[src/rtl/cu_pkg.sv]
// Shared definitions for the multi-cycle MIPS control unit: opcode/func codes,
// the ALU operation encoding, FSM states and the instruction-class decoder.
package cu_pkg;

    localparam logic [5:0] OP_RTYPE = 6'h00;
    localparam logic [5:0] OP_J     = 6'h02;
    localparam logic [5:0] OP_JAL   = 6'h03;
    localparam logic [5:0] OP_BEQ   = 6'h04;
    localparam logic [5:0] OP_BNE   = 6'h05;
    localparam logic [5:0] OP_BLEZ  = 6'h06;
    localparam logic [5:0] OP_BGTZ  = 6'h07;
    localparam logic [5:0] OP_ADDI  = 6'h08;
    localparam logic [5:0] OP_ADDIU = 6'h09;
    localparam logic [5:0] OP_SLTI  = 6'h0A;
    localparam logic [5:0] OP_SLTIU = 6'h0B;
    localparam logic [5:0] OP_ANDI  = 6'h0C;
    localparam logic [5:0] OP_ORI   = 6'h0D;
    localparam logic [5:0] OP_XORI  = 6'h0E;
    localparam logic [5:0] OP_LUI   = 6'h0F;
    localparam logic [5:0] OP_LW    = 6'h23;
    localparam logic [5:0] OP_SW    = 6'h2B;

    localparam logic [5:0] FN_SLL     = 6'h00;
    localparam logic [5:0] FN_SRL     = 6'h02;
    localparam logic [5:0] FN_SRA     = 6'h03;
    localparam logic [5:0] FN_JR      = 6'h08;
    localparam logic [5:0] FN_SYSCALL = 6'h0C;
    localparam logic [5:0] FN_MULT    = 6'h18;
    localparam logic [5:0] FN_MULTU   = 6'h19;
    localparam logic [5:0] FN_DIV     = 6'h1A;
    localparam logic [5:0] FN_DIVU    = 6'h1B;
    localparam logic [5:0] FN_ADD     = 6'h20;
    localparam logic [5:0] FN_ADDU    = 6'h21;
    localparam logic [5:0] FN_SUB     = 6'h22;
    localparam logic [5:0] FN_SUBU    = 6'h23;
    localparam logic [5:0] FN_AND     = 6'h24;
    localparam logic [5:0] FN_OR      = 6'h25;
    localparam logic [5:0] FN_XOR     = 6'h26;
    localparam logic [5:0] FN_NOR     = 6'h27;
    localparam logic [5:0] FN_SLT     = 6'h2A;
    localparam logic [5:0] FN_SLTU    = 6'h2B;

    // Branch ops make the ALU raise its zero flag exactly when the branch is taken.
    localparam int ALU_OP_BITS = 5;
    localparam logic [ALU_OP_BITS-1:0] ALU_ADD   = 5'd0;
    localparam logic [ALU_OP_BITS-1:0] ALU_SUB   = 5'd1;
    localparam logic [ALU_OP_BITS-1:0] ALU_AND   = 5'd2;
    localparam logic [ALU_OP_BITS-1:0] ALU_OR    = 5'd3;
    localparam logic [ALU_OP_BITS-1:0] ALU_XOR   = 5'd4;
    localparam logic [ALU_OP_BITS-1:0] ALU_NOR   = 5'd5;
    localparam logic [ALU_OP_BITS-1:0] ALU_SLT   = 5'd6;
    localparam logic [ALU_OP_BITS-1:0] ALU_SLTU  = 5'd7;
    localparam logic [ALU_OP_BITS-1:0] ALU_SLL   = 5'd8;
    localparam logic [ALU_OP_BITS-1:0] ALU_SRL   = 5'd9;
    localparam logic [ALU_OP_BITS-1:0] ALU_SRA   = 5'd10;
    localparam logic [ALU_OP_BITS-1:0] ALU_LUI   = 5'd11;
    localparam logic [ALU_OP_BITS-1:0] ALU_MULT  = 5'd12;
    localparam logic [ALU_OP_BITS-1:0] ALU_MULTU = 5'd13;
    localparam logic [ALU_OP_BITS-1:0] ALU_DIV   = 5'd14;
    localparam logic [ALU_OP_BITS-1:0] ALU_DIVU  = 5'd15;
    localparam logic [ALU_OP_BITS-1:0] ALU_BNE   = 5'd16;
    localparam logic [ALU_OP_BITS-1:0] ALU_BLEZ  = 5'd17;
    localparam logic [ALU_OP_BITS-1:0] ALU_BGTZ  = 5'd18;

    localparam logic [1:0] PC_SRC_SEQ    = 2'd0;
    localparam logic [1:0] PC_SRC_BRANCH = 2'd1;
    localparam logic [1:0] PC_SRC_JUMP   = 2'd2;
    localparam logic [1:0] PC_SRC_RS     = 2'd3;

    typedef enum logic [2:0] {
        FETCH, DECODE, EXEC, MULDIV, MEM, WB, HALT
    } state_t;

    typedef enum logic [3:0] {
        CLS_ILLEGAL, CLS_ALU_R, CLS_ALU_I, CLS_LW, CLS_SW, CLS_BRANCH,
        CLS_J, CLS_JAL, CLS_JR, CLS_MULDIV, CLS_SYSCALL
    } instr_class_t;

    typedef struct packed {
        instr_class_t                 cls;
        logic [ALU_OP_BITS-1:0]       alu_op;
        logic                         alu_src;
    } decode_t;

    typedef struct packed {
        logic                   pc_en;
        logic                   ir_en;
        logic                   mem_read;
        logic                   mem_write;
        logic                   iord;
        logic                   reg_write;
        logic                   reg_dest;
        logic                   link;
        logic                   mem_to_reg;
        logic                   alu_src;
        logic [ALU_OP_BITS-1:0] alu_op;
        logic [1:0]             pc_src;
        logic                   illegal;
        logic                   busy;
    } ctl_t;

    function automatic decode_t decode_instr(input logic [5:0] opcode, input logic [5:0] func);
        decode_t d;
        d.cls     = CLS_ILLEGAL;
        d.alu_op  = ALU_ADD;
        d.alu_src = 1'b0;
        case (opcode)
            OP_RTYPE: begin
                d.cls = CLS_ALU_R;
                case (func)
                    FN_ADD, FN_ADDU: d.alu_op = ALU_ADD;
                    FN_SUB, FN_SUBU: d.alu_op = ALU_SUB;
                    FN_AND:          d.alu_op = ALU_AND;
                    FN_OR:           d.alu_op = ALU_OR;
                    FN_XOR:          d.alu_op = ALU_XOR;
                    FN_NOR:          d.alu_op = ALU_NOR;
                    FN_SLT:          d.alu_op = ALU_SLT;
                    FN_SLTU:         d.alu_op = ALU_SLTU;
                    FN_SLL:          d.alu_op = ALU_SLL;
                    FN_SRL:          d.alu_op = ALU_SRL;
                    FN_SRA:          d.alu_op = ALU_SRA;
                    FN_JR:           d.cls    = CLS_JR;
                    FN_SYSCALL:      d.cls    = CLS_SYSCALL;
                    FN_MULT:  begin d.cls = CLS_MULDIV; d.alu_op = ALU_MULT;  end
                    FN_MULTU: begin d.cls = CLS_MULDIV; d.alu_op = ALU_MULTU; end
                    FN_DIV:   begin d.cls = CLS_MULDIV; d.alu_op = ALU_DIV;   end
                    FN_DIVU:  begin d.cls = CLS_MULDIV; d.alu_op = ALU_DIVU;  end
                    default:         d.cls    = CLS_ILLEGAL;
                endcase
            end
            OP_J:    d.cls = CLS_J;
            OP_JAL:  d.cls = CLS_JAL;
            OP_BEQ:  begin d.cls = CLS_BRANCH; d.alu_op = ALU_SUB;  end
            OP_BNE:  begin d.cls = CLS_BRANCH; d.alu_op = ALU_BNE;  end
            OP_BLEZ: begin d.cls = CLS_BRANCH; d.alu_op = ALU_BLEZ; end
            OP_BGTZ: begin d.cls = CLS_BRANCH; d.alu_op = ALU_BGTZ; end
            OP_ADDI, OP_ADDIU: begin d.cls = CLS_ALU_I; d.alu_src = 1'b1; end
            OP_SLTI:  begin d.cls = CLS_ALU_I; d.alu_src = 1'b1; d.alu_op = ALU_SLT;  end
            OP_SLTIU: begin d.cls = CLS_ALU_I; d.alu_src = 1'b1; d.alu_op = ALU_SLTU; end
            OP_ANDI:  begin d.cls = CLS_ALU_I; d.alu_src = 1'b1; d.alu_op = ALU_AND;  end
            OP_ORI:   begin d.cls = CLS_ALU_I; d.alu_src = 1'b1; d.alu_op = ALU_OR;   end
            OP_XORI:  begin d.cls = CLS_ALU_I; d.alu_src = 1'b1; d.alu_op = ALU_XOR;  end
            OP_LUI:   begin d.cls = CLS_ALU_I; d.alu_src = 1'b1; d.alu_op = ALU_LUI;  end
            OP_LW:    begin d.cls = CLS_LW;    d.alu_src = 1'b1; end
            OP_SW:    begin d.cls = CLS_SW;    d.alu_src = 1'b1; end
            default:  d.cls = CLS_ILLEGAL;
        endcase
        return d;
    endfunction

endpackage

[src/rtl/cu_stall_counter.sv]
// Loadable down-counter that times the MULT/DIV stall; done is high at zero.
module cu_stall_counter #(
    parameter int CNT_W = 8
) (
    input  logic             clk,
    input  logic             rst_n,
    input  logic             load,
    input  logic [CNT_W-1:0] load_val,
    input  logic             dec,
    output logic             done
);

    logic [CNT_W-1:0] count;

    always_ff @(posedge clk or negedge rst_n) begin
        if (!rst_n) begin
            count <= '0;
        end else if (load) begin
            count <= load_val;
        end else if (dec && (count != '0)) begin
            count <= count - 1'b1;
        end
    end

    assign done = (count == '0);

endmodule

[src/rtl/multicycle_cu.sv]
// Multi-cycle MIPS control unit: FETCH/DECODE/EXEC/MULDIV/MEM/WB sequencer.
// Optional macro SYSCALL_HALT_EN makes SYSCALL enter a terminal HALT state.
module multicycle_cu
    import cu_pkg::*;
#(
    parameter int ALU_OP_W      = 5,
    parameter int MULDIV_CYCLES = 32,
    parameter int CNT_W         = 8
) (
    input  logic                clk,
    input  logic                rst_n,
    input  logic [31:0]         instr,
    input  logic                mem_ready,
    input  logic                alu_zero,
    output logic                pc_en,
    output logic                ir_en,
    output logic                mem_read,
    output logic                mem_write,
    output logic                iord,
    output logic                reg_write,
    output logic                reg_dest,
    output logic                link,
    output logic                mem_to_reg,
    output logic                alu_src,
    output logic [ALU_OP_W-1:0] alu_op,
    output logic [1:0]          pc_src,
    output logic                illegal,
    output logic                busy
);

    localparam logic [CNT_W-1:0] MULDIV_LOAD = CNT_W'(MULDIV_CYCLES - 1);

    state_t     state;
    state_t     state_next;
    logic [5:0] opcode_lat;
    logic [5:0] func_lat;
    decode_t    dinfo;
    ctl_t       ctl;
    ctl_t       ctl_out;
    logic       cnt_load;
    logic       cnt_dec;
    logic       cnt_done;
    logic       instr_unused;

    assign instr_unused = ^instr[25:6];
    assign dinfo        = decode_instr(opcode_lat, func_lat);

    always_ff @(posedge clk or negedge rst_n) begin
        if (!rst_n) begin
            state <= FETCH;
        end else begin
            state <= state_next;
        end
    end

    always_ff @(posedge clk or negedge rst_n) begin
        if (!rst_n) begin
            opcode_lat <= '0;
            func_lat   <= '0;
        end else if (ctl.ir_en) begin
            opcode_lat <= instr[31:26];
            func_lat   <= instr[5:0];
        end
    end

    cu_stall_counter #(
        .CNT_W (CNT_W)
    ) u_stall (
        .clk      (clk),
        .rst_n    (rst_n),
        .load     (cnt_load),
        .load_val (MULDIV_LOAD),
        .dec      (cnt_dec),
        .done     (cnt_done)
    );

    always_comb begin
        ctl        = '0;
        state_next = state;
        cnt_load   = 1'b0;
        cnt_dec    = 1'b0;
        case (state)
            FETCH: begin
                ctl.mem_read = 1'b1;
                if (mem_ready) begin
                    ctl.ir_en  = 1'b1;
                    ctl.pc_en  = 1'b1;
                    ctl.pc_src = PC_SRC_SEQ;
                    state_next = DECODE;
                end
            end
            DECODE: begin
                ctl.busy   = 1'b1;
                state_next = FETCH;
                case (dinfo.cls)
                    CLS_ILLEGAL: ctl.illegal = 1'b1;
                    CLS_J: begin
                        ctl.pc_en  = 1'b1;
                        ctl.pc_src = PC_SRC_JUMP;
                    end
                    CLS_JAL: begin
                        ctl.pc_en     = 1'b1;
                        ctl.pc_src    = PC_SRC_JUMP;
                        ctl.reg_write = 1'b1;
                        ctl.link      = 1'b1;
                    end
                    CLS_JR: begin
                        ctl.pc_en  = 1'b1;
                        ctl.pc_src = PC_SRC_RS;
                    end
                    CLS_SYSCALL: begin
`ifdef SYSCALL_HALT_EN
                        state_next = HALT;
`else
                        state_next = FETCH;
`endif
                    end
                    default: state_next = EXEC;
                endcase
            end
            EXEC: begin
                ctl.busy    = 1'b1;
                ctl.alu_op  = dinfo.alu_op;
                ctl.alu_src = dinfo.alu_src;
                case (dinfo.cls)
                    CLS_BRANCH: begin
                        ctl.pc_src = PC_SRC_BRANCH;
                        ctl.pc_en  = alu_zero;
                        state_next = FETCH;
                    end
                    CLS_LW, CLS_SW: state_next = MEM;
                    CLS_MULDIV: begin
                        cnt_load   = 1'b1;
                        state_next = MULDIV;
                    end
                    default: state_next = WB;
                endcase
            end
            MULDIV: begin
                ctl.busy   = 1'b1;
                ctl.alu_op = dinfo.alu_op;
                if (cnt_done) begin
                    state_next = WB;
                end else begin
                    cnt_dec = 1'b1;
                end
            end
            MEM: begin
                ctl.busy      = 1'b1;
                ctl.iord      = 1'b1;
                ctl.mem_read  = (dinfo.cls == CLS_LW);
                ctl.mem_write = (dinfo.cls == CLS_SW);
                if (mem_ready) begin
                    state_next = (dinfo.cls == CLS_LW) ? WB : FETCH;
                end
            end
            WB: begin
                ctl.busy       = 1'b1;
                ctl.reg_write  = 1'b1;
                ctl.reg_dest   = (opcode_lat == OP_RTYPE);
                ctl.mem_to_reg = (dinfo.cls == CLS_LW);
                state_next     = FETCH;
            end
            HALT: begin
                ctl.busy   = 1'b1;
                state_next = HALT;
            end
            default: state_next = FETCH;
        endcase
    end

    // Reset silences every output at once, including the FETCH read request.
    assign ctl_out = rst_n ? ctl : '0;

    assign pc_en      = ctl_out.pc_en;
    assign ir_en      = ctl_out.ir_en;
    assign mem_read   = ctl_out.mem_read;
    assign mem_write  = ctl_out.mem_write;
    assign iord       = ctl_out.iord;
    assign reg_write  = ctl_out.reg_write;
    assign reg_dest   = ctl_out.reg_dest;
    assign link       = ctl_out.link;
    assign mem_to_reg = ctl_out.mem_to_reg;
    assign alu_src    = ctl_out.alu_src;
    assign alu_op     = ALU_OP_W'(ctl_out.alu_op);
    assign pc_src     = ctl_out.pc_src;
    assign illegal    = ctl_out.illegal;
    assign busy       = ctl_out.busy;

endmodule

[config.mk]
export PLATFORM = sky130hd
export DESIGN_NAME = multicycle_cu
export DESIGN_NICKNAME = d
export VERILOG_FILES = /design/src/rtl/cu_pkg.sv /design/src/rtl/cu_stall_counter.sv /design/src/rtl/multicycle_cu.sv
export SDC_FILE = /design/constraint.sdc
export NUM_CORES = 1
export LEC_CHECK = 0
export ABC_AREA = 1
export CELL_PAD_IN_SITES_DETAIL_PLACEMENT = 1
export CELL_PAD_IN_SITES_GLOBAL_PLACEMENT = 2
export CORE_AREA = 3 3 90 92
export CTS_CLUSTER_DIAMETER = 100
export DETAILED_ROUTE_END_ITERATION = 12
export DIE_AREA = 0 0 93 95
export GPL_TIMING_DRIVEN = 0
export HOLD_SLACK_MARGIN = 0.03
export PLACE_DENSITY = 0.78
export RECOVER_POWER = 25
export SYNTH_ARGS = -nofsm -noshare
export SYNTH_HDL_FRONTEND = slang
export SYNTH_SLANG_ARGS = --single-unit
[constraint.sdc]
create_clock -name clk -period 2.2 [get_ports clk]
set_input_delay 0.44 -clock clk [delete_from_list [all_inputs] [get_ports clk]]
set_output_delay 0.44 -clock clk [all_outputs]
set_load 0.005 [all_outputs]
* Word level (Yosys, flattened, before mapping)
Cells that the tools add are included.
** Word-level totals
- Output and inout bits :: 19
- Input port bits :: 36
- Register bits :: 23
- Word-level logic and storage cells :: 116
** Cells by class
- Reductions and logical operators :: 21
- Eq/ne operators :: 51
- Mux-type cells :: 39
- $add $sub $neg :: 1
** Operators by type and width (number)
- 6-bit == test, second input constant :: 12
- 6-bit by 4-bit == test with 1-bit output, second input constant :: 10
- 4-bit case mux with 14 select lines :: 1
- 5-bit case mux with 11 select lines :: 1
- 4-bit case mux with 7 select lines :: 1
- 6-bit by 2-bit == test with 1-bit output, second input constant :: 4
- 6-bit by 3-bit == test with 1-bit output, second input constant :: 4
- 6-bit by 5-bit == test with 1-bit output, second input constant :: 4
- 19-bit 2-to-1 mux :: 1
- 3-bit case mux with 6 select lines :: 1
- 1-bit 2-to-1 mux :: 17
- 4-bit by 3-bit == test with 1-bit output, second input constant :: 4
- 8-bit 2-to-1 mux :: 2
- 4-bit case mux with 4 select lines :: 1
- 13-bit OR reduction :: 1
- 4-bit == test, second input constant :: 3
- 6-bit zero test :: 2
- 3-bit 2-to-1 mux :: 4
- 10-bit OR reduction :: 1
- 3-bit == test, second input constant :: 3
- 3-bit case mux with 3 select lines :: 1
- 8-bit zero test :: 1
- 2-bit case mux with 2 select lines :: 2
- 8-bit nonzero test :: 1
- other kinds (20) :: 30

* Logic depth before layout (Yosys ltp)
Gate-level depths: netlist of run 1.
- Depth after elaboration :: 9
- Depth in mapped cells :: 13
- Depth with buffers taken out :: 13

* Cells and area by module
Synthesis of run 1 repeated with hierarchy kept, for this count alone.
** Unflattened totals
- Cells, all modules :: 311
- Area total of the unflattened synthesis :: 2018.2 um^2
** By module, submodules not included
- multicycle_cu :: cells each 218, area an instance 1421.4 um^2, times used 1, seq. area each 375.4 um^2
- cu_stall_counter :: cells each 93, area an instance 596.8 um^2, times used 1, seq. area each 200.2 um^2

* Worst setup path after synthesis of run 1
No wires, ideal clock.
- Path kind :: register to output
- From :: reg opcode_lat[1]
- To :: out pc_en
- Buffers on the path :: 0
- Slack :: 409 ps
- Cell stages (with the launch flop) :: 10
- Required time :: 1760 ps
- Arrival time :: 1351 ps
- Path through :: dfrtp_1 > nor2_1 > nand3_2 > a21oi_4 > nand4_1 > nand2_1 > nand2_1 > nand3_1 > nand2_1 > inv_1
** On the way
- Word-level cells in the longest chain between the ends :: 8
- Elaborated cells on any way between the ends :: 29
- Those cells by class :: eq/ne (20); mux (5); reduce/logical (4)
** RTL lines
- start: declaration :: line multicycle_cu.sv:35 : logic [5:0] opcode_lat;
- start signal: assignment :: line multicycle_cu.sv:61 : opcode_lat <= instr[31:26];
- 6-bit by 4-bit == test with 1-bit output or 6-bit by 3-bit == test with 1-bit output (tied branches) :: line cu_pkg.sv:107 : case (opcode)
- 8-bit OR reduction (no line) or 4-bit OR reduction (tied branches)
- 4-bit case mux with 7 select lines * :: line cu_pkg.sv:107
- 4-bit by 3-bit == test with 1-bit output or 4-bit == test (tied branches) :: line multicycle_cu.sv:95 : case (dinfo.cls)
- 3-bit OR reduction (no line)
- 1-bit 2-to-1 mux :: line multicycle_cu.sv:95
- 1-bit case mux with 3 select lines * :: line multicycle_cu.sv:82 : case (state)
- 19-bit 2-to-1 mux * :: line multicycle_cu.sv:173 : assign ctl_out = rst_n ? ctl : '0;
- end: declaration :: line multicycle_cu.sv:15 : output logic pc_en,
Mark *: on every way between the ends. The rest lies on a longest branch, timed or not.

* Final worst setup path of run 1
- From :: reg opcode_lat[0]
- To :: reg state[1]
** On the way
- Word-level cells in the longest chain between the ends :: 7
- Elaborated cells on any way between the ends :: 34
- Those cells by class :: eq/ne (24); mux (4); reduce/logical (6)
** RTL lines
- 6-bit by 4-bit == test with 1-bit output or 6-bit by 3-bit == test with 1-bit output (tied branches) :: line cu_pkg.sv:107
- 8-bit OR reduction (no line) or 4-bit OR reduction (tied branches)
- 4-bit case mux with 7 select lines * :: line cu_pkg.sv:107
- 4-bit by 2-bit == test with 1-bit output, or another cell as far along :: line multicycle_cu.sv:125 : case (dinfo.cls)
- 2-bit OR reduction or 5-bit OR reduction (tied branches)
- 3-bit case mux with 3 select lines or 2-bit 2-to-1 mux (tied branches) :: line multicycle_cu.sv:125, multicycle_cu.sv:95
- 3-bit case mux with 6 select lines * :: line multicycle_cu.sv:82
- end signal: assignment :: line multicycle_cu.sv:52 : state <= state_next;
- end: declaration :: line multicycle_cu.sv:33 : state_t state;
Marks and branches as above.
A chain may end at the register's enable or synchronous reset.

==> results of run 1 <==
[cells by family (layout without fill, tap and decap cells)]
logic type / count (synthesis) / after routing / synth area share
multiplexers: 2 / 2 / 0.0120
adder cells (fa/ha/maj): 2 / 2 / 0.0133
buffers and inverters: 44 / 131 / 0.0939
AO/OA/AOI/OAI: 32 / 32 / 0.103
AND/OR/NAND/NOR: 161 / 161 / 0.458
XOR/XNOR: 3 / 3 / 0.0140
flip-flops: 23 / 23 / 0.306
[sequential cells by signal, summed over array words and instances (netlist names)]
signal         cells
func_lat           6
state              3
opcode_lat         6
u_stall.count      8
[synth_stat cells]
library cell	n	area share
inv_1	33	0.066
nor3b_1	1	0.0040
clkbuf_1	2	0.0040
nor2_4	8	0.048
nand4_4	1	0.011
o31ai_1	1	0.0040
nand3b_2	1	0.0060
inv_2	7	0.014
nor4_1	2	0.0067
a21oi_1	15	0.040
or2_2	2	0.0067
dfrtp_1	23	0.31
a211oi_1	1	0.0040
nor3_2	1	0.0053
nand3_1	20	0.053
clkinv_2	1	0.0027
clkbuf_8	1	0.0073
o21ai_0	9	0.024
a31o_2	2	0.0093
nand2_4	3	0.018
nor2_2	2	0.0067
o21a_1	1	0.0040
nand2_2	6	0.020
nand2_1	41	0.082
nand4_1	9	0.030
nand3_4	1	0.0093
nor3_1	10	0.027
xor2_1	3	0.014
a21oi_4	1	0.0087
ha_1	2	0.013
nand3_2	3	0.016
o21bai_1	1	0.0040
nor2_1	48	0.096
mux2_2	2	0.012
nand3b_1	1	0.0040
nor3_4	1	0.0087
a41oi_1	1	0.0047
[final timing paths]
| path | end | cells past startpoint | slack [ns] | start |
|---|---|---|---|---|
| max in group asynchronous | opcode_lat[4]$_DFFE_PN0P_ | 2 | 0.68 | rst_n |
| max | state[1]$_DFFE_PN0P_ | 15 | -0.23 | opcode_lat[0]$_DFFE_PN0P_ |
| min in group asynchronous | func_lat[5]$_DFFE_PN0P_ | 2 | 0.62 | rst_n |
| max reg2reg | state[1]$_DFFE_PN0P_ | 15 | -0.23 | opcode_lat[0]$_DFFE_PN0P_ |
| min reg2reg | u_stall.count[3]$_DFFE_PN0P_ | 2 | 0.52 | u_stall.count[3]$_DFFE_PN0P_ |
| min | u_stall.count[3]$_DFFE_PN0P_ | 2 | 0.52 | u_stall.count[3]$_DFFE_PN0P_ |
[routing by layer]
metal | vias to the layer above | GRT usage
met2 | 37 | 0.299
li1 | 1049 | -
met1 | 1053 | 0.201
met4 | 0 | 0.0635
met3 | 20 | 0.0151
met5 | - | 0
[per-stage QoR]
stage	setup WS [ns]	hold WS (ns)	setup TNS [ns]	cells
4_1_cts	-0.216	0.132	-0.874	447
6_report	-0.234	0.521	-1.25	453
3_5_place_dp	-1.85	0.504	-26.06	400
5_1_grt	-0.384	0.543	-2.77	453
2_1_floorplan	0.409	0.144	0	267
3_3_place_gp	-1.83	0.489	-25.74	400
[layout make-up]
class                      instances  area, sq um
fill                             922         4260
clock buffer                       4         45.0
buffer                             3         31.3
timing repair buffer              83          716
sequential                        23          583
multi-input combinational        200         1370
inverter                          41          160
tap                               99          124
[report_power, final]
| group | internal [mW] | leakage [nW] | switching (mW) |
|---|---|---|---|
| clock network | 0.129 | 0.0228 | 0.146 |
| logic | 0.906 | 1.14 | 1.23 |
| registers | 0.597 | 0.279 | 0.193 |
| total | 1.63 | 1.44 | 1.57 |
[repair_timing]
action                                  CTS  global route
hold endpoints to repair                 23             0
endpoints found under the setup margin   19            19
pin swaps                                27            19
gates resized for setup                 119            33
setup buffers                            42             6
hold buffers                              1             0
[tightest hold or removal path, cell delays in order, from the launching register on]
cell and delay [ns]:
dfrtp_1 0.37, xor2_1 0.07, nand2_1 0.05
==> flow_summary_export.csv, run 1 <==
group,metric,value,unit
sta,rsz0062_at_grt,"true",
floorplanning,die_h,95,um
sta,setup_viol,10,
floorplanning,core-area,0.00729,sq mm
clocking,clk_latency,0.27,ns
floorplanning,pin_count,55,
critical_path,critical_path_class,"register to register",
grt,grt_use_total,0.165,
routing,routed_wl,7150,um
sta,slew_violations,0,
routing,wl_met1,3030,um
routing,wl_met3,152,um
critical_path,slowest_stage,"dfrtp_1",
placed_design,port_buffers,34,
grt,grt_pass1_wl,11500,um
routing,drc,0,
clocking,clkTransAtPathRegs,0.09,ns
clocking,cts_tree,"yes",
logic_synthesis,seq_area_frac_synth,0.306,
layout,antenna_cells,0,
sta,tightest_slew,1.38,ns
floorplanning,start_util,0.258,
clocking,cts_htree_levels,1,
power,p_leak,1.44,nW
clocking,root_buffer,"clkbuf_8",
critical_path,worst-path-max-fanout,4,
routing,wl_met2,3710,um
routing,postRouteAntennaNets,0,
layout,final_cell_area,0.00303,sq mm
critical_path,end_kind,"register",
layout,drive_above_1_share,0.463,
logic_synthesis,syn_area,0.00188,sq mm
status,violations,"setup timing",
run,maxCapViolCount,0,
sta,maxSlewHeadroom,0.0809,
routing,routedWlPerCell,15.8,um
status,outcome,"finished, violations left",
logic_synthesis,synth_cell_type_count,37,
critical_path,crit_family,"buffers and inverters",
power,pwr_density_cell,1060,mW/mm^2
layout,final_common_cell,"nor2_1",
sta,fin_skew,0.00666,ns
critical_path,crit_top_cell,"buf_4",
sta,period_needed,2.43,ns
floorplanning,die_area,0.00884,sq mm
clocking,cts_buffers,3,
sta,setup_slack,-0.234,ns
power,ir_drop,0.000262,V
critical_path,cp_data_arrival_time,2.59,ns
layout,final_cell_mix,"36 x nor2_1, 35 x buf_4, 34 x nand2_1",
grt,gr-total-overflow,0,
critical_path,path_buf_inv,9,
critical_path,path_cells,"buf_4, nor2_4, nand4_1, buf_4, buf_4, buf_4, buf_4, buf_4, buf_4, buf_4, buf_4, o21ai_0, nor2_1, nand2_1, nand4_1",
routing,initialDrtViolationCount,113,
sta,fmax,0.411,GHz
logic_synthesis,syn_inst,267,
clocking,cts.sinks,23,
logic_synthesis,syn_avg_cell_area,7.04,sq um
sta,post-route-period-util,1.11,
clocking,cts_buffer_depth,2,
routing,top_layer_used,"met4",
grt,grt_start_max_net_pins,24,
power,power,3.21,mW
critical_path,critPathMaxStageDelay,0.41,ns
critical_path,cp-start-kind,"register",
placed_design,dp_hpwl,4630,um
grt,antenna_found_initial,0,
routing,first_pass_iters,4,
routing,vias,2159,
placed_design,gp_congestion,0.875,
logic_synthesis,syn-num-nets,305,
floorplanning,rows,31,
floorplanning,fp.dieW,93,um
layout,area_delta_synth_final,61.2,%
routing,viasPerCell,4.77,
logic_synthesis,synth-seq-cells,23,
layout,finish.utilization,0.415,
sta,hold_viol_final,0,
worst_hold_path,hp-class,"register to register",
layout,nNetsFinal,393,
placed_design,dpl_cell_area,0.00234,sq mm
logic_synthesis,synth_warnings,0,
critical_path,worstPathRequired,2.35,ns
grt,grt_pass1_vias,2260,
No activity file was read; power rests on OpenSTA's default activity.
==> run 2, diff against run 1 <==
--- a/config.mk
+++ b/config.mk
@@ -8,14 +8,15 @@
 export ABC_AREA = 1
 export CELL_PAD_IN_SITES_DETAIL_PLACEMENT = 1
 export CELL_PAD_IN_SITES_GLOBAL_PLACEMENT = 2
-export CORE_AREA = 3 3 90 92
+export CORE_AREA = 3 3 88 90
 export CTS_CLUSTER_DIAMETER = 100
 export DETAILED_ROUTE_END_ITERATION = 12
-export DIE_AREA = 0 0 93 95
+export DIE_AREA = 0 0 91 93
 export GPL_TIMING_DRIVEN = 0
 export HOLD_SLACK_MARGIN = 0.03
-export PLACE_DENSITY = 0.78
+export PLACE_DENSITY_LB_ADDON = 0.1
 export RECOVER_POWER = 25
+export SKIP_LAST_GASP = 1
 export SYNTH_ARGS = -nofsm -noshare
 export SYNTH_HDL_FRONTEND = slang
 export SYNTH_SLANG_ARGS = --single-unit
==> constraint.sdc (replaced) <==
create_clock -name clk -period 2.9 [get_ports clk]
set_input_delay 0.58 -clock clk [delete_from_list [all_inputs] [get_ports clk]]
set_output_delay 0.58 -clock clk [all_outputs]
set_load 0.005 [all_outputs]
==> flow_summary_export.csv, run 2 (synthesis gave the netlist of run 1 again) <==
group,metric,value,unit
routing,first_pass_iters,4,
critical_path,rr_worst_depth,9,
sta,slew_violations,0,
layout,area_delta_synth_final,33.6,%
power,pwr_density_cell,767,mW/mm^2
floorplanning,die_h,93,um
critical_path,worst-path-max-fanout,4,
routing,postRouteAntennaNets,0,
layout,final_cell_area,0.00251,sq mm
clocking,cts_tree,"yes",
layout,fill_cells,928,
worst_hold_path,hp-class,"primary input to async pin",
sta,setup_viol,0,
critical_path,r2r-end,"state[0]$_DFFE_PN0P_",
critical_path,timing.rr.start,"func_lat[5]$_DFFE_PN0P_",
layout,top_regs,"u_stall.count (8), func_lat (6), opcode_lat (6)",
run,maxCapViolCount,0,
power,p_leak,1.18,nW
sta,maxSlewHeadroom,0.653,
status,outcome,"finished, final reports clean",
layout,largest_reg_flops,8,
layout,nNetsFinal,351,
sta,post-route-period-util,0.978,
placed_design,dpl_cell_area,0.00234,sq mm
layout,layout.cells.non_filler,411,
clocking,cts.sinks,23,
floorplanning,die_area,0.00846,sq mm
sta,period_needed,2.84,ns
routing,routed_wl,5720,um
clocking,clk_latency,0.27,ns
routing,drc,0,
floorplanning,core-area,0.00714,sq mm
grt,grt_use_total,0.137,
clocking,cts_buffers,3,
sta,hold_viol_final,0,
clocking,clkTransAtPathRegs,0.09,ns
power,ir_drop,0.000258,V
grt,grt_pass1_wl,9380,um
critical_path,cp_data_arrival_time,2.26,ns
critical_path,worstPathRequired,2.32,ns
routing,initialDrtViolationCount,60,
sta,tns,0,ns
sta,rsz0062_at_grt,"true",
floorplanning,fp.dieW,91,um
clocking,root_buffer,"clkbuf_8",
clocking,cts_htree_levels,1,
routing,vias,1870,
routing,routedWlPerCell,13.9,um
floorplanning,pin_count,55,
floorplanning,rows,31,
sta,tightest_slew,0.521,ns
grt,gr-total-overflow,0,
layout,final_common_cell,"nor2_1",
placed_design,port_buffers,34,
sta,fin_skew,0.00122,ns
layout,regMostFlops,"u_stall.count",
sta,setup_slack,0.0636,ns
critical_path,critical_path_class,"register to output pin",
routing,viasPerCell,4.55,
clocking,cts_buffer_depth,2,
layout,antenna_cells,0,
grt,grt_pass1_vias,1912,
layout,final_cell_mix,"44 x nor2_1, 38 x nand2_1, 31 x inv_1, 31 x clkdlybuf4s50_1, 19 x nand3_1",
grt,antenna_found_initial,0,
sta,fmax,0.353,GHz
placed_design,gp_congestion,0.781,
power,power,1.93,mW
clocking,cts-hold-fix-buffers,0,
critical_path,reg2reg_slack,1.03,ns
floorplanning,start_util,0.263,
grt,grt_start_max_net_pins,29,
placed_design,dp_hpwl,4480,um
placed_design,place_ws,-1.53,ns
critical_path,end_kind,"output pin",
layout,drive_above_1_share,0.240,
critical_path,cp-start-kind,"register",
placed_design,dp_cells,400,
==> run 2: changes by cell type in the layout (fill, tap and decap cells not counted), moves of 5 or more <==
cell / delta
buf_6: -11
inv_1: +10
buf_4: -28
nand2_4: -6
clkdlybuf4s50_1: +15
dlygate4sd2_1: -5
nor2_1: +8
inv_2: -9
nor3_1: +6
buf_2: -9
==> run 2: worst max path at each step <==
stage                                    startpoint   endpoint  slack (ns)  cells past startpoint
after floorplan           opcode_lat[1]$_DFFE_PN0P_      pc_en        0.97                      9
after global placement                        rst_n  alu_op[0]       -1.47                      8
after detailed placement                      rst_n  alu_op[0]       -1.53                      8
after CTS                 opcode_lat[1]$_DFFE_PN0P_  pc_src[0]       -0.02                     10
after global routing        func_lat[5]$_DFFE_PN0P_  pc_src[0]       -0.11                     11
final                       func_lat[5]$_DFFE_PN0P_  pc_src[0]        0.06                     11
==> run 2: timing repair <==
| item | CTS | global route |
|---|---|---|
| pin swaps | 1 | 4 |
| gates resized for setup | 15 | 19 |
| endpoints found under the setup margin | 19 | 9 |
| setup buffers | 2 | 5 |
==> run 2: power breakdown <==
| group | switching, mW | internal (mW) | total (mW) |
|---|---|---|---|
| combinational | 0.654 | 0.408 | 1.06 |
| clock | 0.119 | 0.0963 | 0.215 |
| sequential | 0.194 | 0.454 | 0.648 |
| total | 0.967 | 0.959 | 1.93 |
==> run 2: cell type report <==
class	count	area [sq um]	share of cell area
Clock inverter	1	5.00	0.00199
Timing Repair Buffer	41	408	0.162
Clock buffer	3	41.3	0.0164
Sequential cell	23	584	0.233
Multi-Input combinational cell	200	1170	0.466
Tap cell	99	124	0.0493
Buffer	3	22.5	0.00897
Inverter	41	155	0.0618
==> run 2: per-stage QoR <==
step,hold slack [ns],util
after floorplan,0.284,-
after global placement,0.488,0.328
after detailed placement,0.500,0.328
after CTS,0.143,0.340
after global routing,0.115,0.352
final,0.117,0.352
==> run 2: critical path: stages, from the launching register on <==
cell and delay (ns):
dfrtp_2 0.45, buf_4 0.16, nand3_2 0.09, nor2_1 0.06, nor2_1 0.13, nand2_2 0.07
nand2_2 0.10, nand3_2 0.11, nor2_1 0.10, nand2_1 0.06, a21oi_1 0.13, clkdlybuf4s50_1 0.51
==> run 2: metal layers <==
layer  vias up  share of wire  GRT usage
met5         -              0          0
met4         0         0.0079     0.0302
met3         4          0.023     0.0185
met2        27           0.46      0.234
met1       882           0.51      0.185
li1        957              -          -
==> run 3, diff against run 2 <==
==> config.mk (replaced) <==
export PLATFORM = sky130hd
export DESIGN_NAME = multicycle_cu
export DESIGN_NICKNAME = d
export VERILOG_FILES = /design/src/rtl/cu_pkg.sv /design/src/rtl/cu_stall_counter.sv /design/src/rtl/multicycle_cu.sv
export SDC_FILE = /design/constraint.sdc
export NUM_CORES = 1
export LEC_CHECK = 0
export ABC_AREA = 1
export CORE_AREA = 8 8 89 91
export CTS_CLUSTER_DIAMETER = 100
export DETAILED_ROUTE_END_ITERATION = 12
export DIE_AREA = 0 0 97 99
export GPL_TIMING_DRIVEN = 0
export HOLD_SLACK_MARGIN = 0.03
export RECOVER_POWER = 25
export SKIP_LAST_GASP = 1
export SLEW_MARGIN = 20
export SYNTH_ARGS = -nofsm -noshare
export SYNTH_HDL_FRONTEND = slang
export SYNTH_SLANG_ARGS = --single-unit
==> flow_summary_export.csv, run 3 (synthesis gave the netlist of run 1 again) <==
group,metric,value,unit
grt,grt_pass1_vias,1870,
clocking,cts.sinks,23,
power,switchingPower,0.929,mW
clocking,cts_buffer_depth,2,
sta,slew_violations,0,
floorplanning,core-area,0.00657,sq mm
power,pwr_density_cell,763,mW/mm^2
sta,hold_slack,0.123,ns
power,p_comb_frac,0.558,
layout,final_common_cell,"nor2_1",
clocking,cts_buffers,3,
layout,final_cell_mix,"44 x nor2_1, 39 x nand2_1, 32 x clkdlybuf4s50_1",
power,ir_drop,0.000211,V
clocking,cts-hold-fix-buffers,0,
critical_path,slowest_stage,"clkdlybuf4s50_1",
clocking,cts_tree,"yes",
sta,hold_viol_final,0,
routing,vias,1862,
power,seq_power_share,0.332,
power,p_leak,1.15,nW
sta,setup_viol,0,
routing,drc,0,
layout,antenna_cells,0,
clocking,cts_htree_levels,1,
critical_path,path_buf_inv,2,
layout,top_regs,"u_stall.count (8), func_lat (6), opcode_lat (6)",
grt,grt_pass1_wl,8480,um
sta,rsz0062_at_grt,"true",
layout,drive_above_1_share,0.222,
power,clock_power_share,0.110,
routing,routedWlPerCell,12.7,um
layout,regMostFlops,"u_stall.count",
sta,tightest_slew,0.415,ns
placed_design,port_buffers,34,
critical_path,worst-path-max-fanout,4,
critical_path,critPathMaxStageDelay,0.53,ns
status,outcome,"finished, final reports clean",
floorplanning,die_area,0.00960,sq mm
run,maxCapViolCount,0,
placed_design,dp_hpwl,3990,um
grt,grt_start_max_net_pins,29,
critical_path,end_kind,"output pin",
routing,initialDrtViolationCount,158,
clocking,clk_latency,0.27,ns
sta,maxSlewHeadroom,0.724,
clocking,root_buffer,"clkbuf_8",
routing,viasPerCell,4.76,
layout,nNetsFinal,350,
grt,grt_use_total,0.104,
grt,gr-total-overflow,0,
layout,largest_reg_flops,8,
power,sw_frac_of_total,0.493,
power,power,1.88,mW
clocking,clkTransAtPathRegs,0.08,ns
critical_path,crit_family,"simple AND/OR/NAND/NOR gates",
grt,antenna_found_initial,0,
power,intPower,0.955,mW
worst_hold_path,hp-class,"primary input to async pin",
layout,finish.utilization,0.376,
floorplanning,die_h,99,um
floorplanning,fp.dieW,97,um
sta,period_needed,2.82,ns
layout,area_delta_synth_final,31.4,%
critical_path,cp-start-kind,"register",
floorplanning,pin_count,55,
routing,postRouteAntennaNets,0,
placed_design,gp_congestion,0.853,
floorplanning,rows,30,
floorplanning,start_util,0.286,
critical_path,critical_path_class,"register to output pin",
sta,post-route-period-util,0.973,
layout,fill_cells,685,
sta,fin_skew,0.00735,ns
routing,first_pass_iters,4,
critical_path,worstPathRequired,2.32,ns
critical_path,cp_data_arrival_time,2.24,ns
routing,routed_wl,4970,um
sta,fmax,0.355,GHz
critical_path,path_cells,"buf_4, nand2_2, nor2_1, nor2_1, nand2_2, nand2_2, nand3_1, nor2_1, nand2_1, a21oi_1, clkdlybuf4s50_1",
-- run 3: path summary, 6_finish.rpt --
kind	start	endpoint	slack, ns	cells past startpoint
min in group clk	u_stall.count[3]$_DFFE_PN0P_	u_stall.count[3]$_DFFE_PN0P_	0.51	2
max reg2reg	func_lat[5]$_DFFE_PN0P_	state[0]$_DFFE_PN0P_	1.14	9
max in group asynchronous	rst_n	opcode_lat[1]$_DFFE_PN0P_	2.60	1
min	rst_n	func_lat[5]$_DFFE_PN0P_	0.12	1
min reg2reg	u_stall.count[3]$_DFFE_PN0P_	u_stall.count[3]$_DFFE_PN0P_	0.51	2
max	func_lat[5]$_DFFE_PN0P_	pc_src[0]	0.08	11
-- run 3: metal layers --
metal / track usage / part of all wire / up-vias
met1: 0.124 / 0.46 / 856
met4: 0.0497 / 0.023 / 0
li1: - / - / 961
met5: 0 / 0 / -
met2: 0.177 / 0.48 / 36
met3: 0.0168 / 0.036 / 9
-- run 3: power by group through the flow --
stage	Combinational [mW]	Sequential [mW]	Clock, mW
CTS	0.982	0.623	0.216
global route	1.18	0.647	0.232
finish	1.05	0.626	0.208
detailed placement	0.974	0.625	0
global placement	0.963	0.624	0
floorplan	0.738	0.592	0
-- run 3: cell type report --
cell class	instances	area [sq um]	area share
tap	80	100	0.0405
sequential	23	583	0.236
clock buffer	3	41.3	0.0167
clock inverter	1	5.00	0.00203
buffer	3	22.5	0.00912
multi-input combinational	200	1160	0.470
inverter	41	159	0.0644
timing repair buffer	40	398	0.161
-- run 3: metrics by stage --
step                      std cells  instance area (sq um)  setup TNS (ns)  worst slack [ns]
after detailed placement        381                   2310           -1.91            -0.368
after global placement          381                   2320          -16.77             -1.33
after global routing            391                   2470          -0.198            -0.113
after floorplan                 267                   1880               0             0.969
final                           391                   2470               0            0.0794
after CTS                       386                   2380               0            0.0112
-- run 3: repair_timing --
action | in CTS | in global routing
gates cloned | 0 | 0
buffers inserted | 1 | 5
setup endpoints to repair | 12 | 8
pin swaps | 1 | 8
resized for setup | 5 | 18
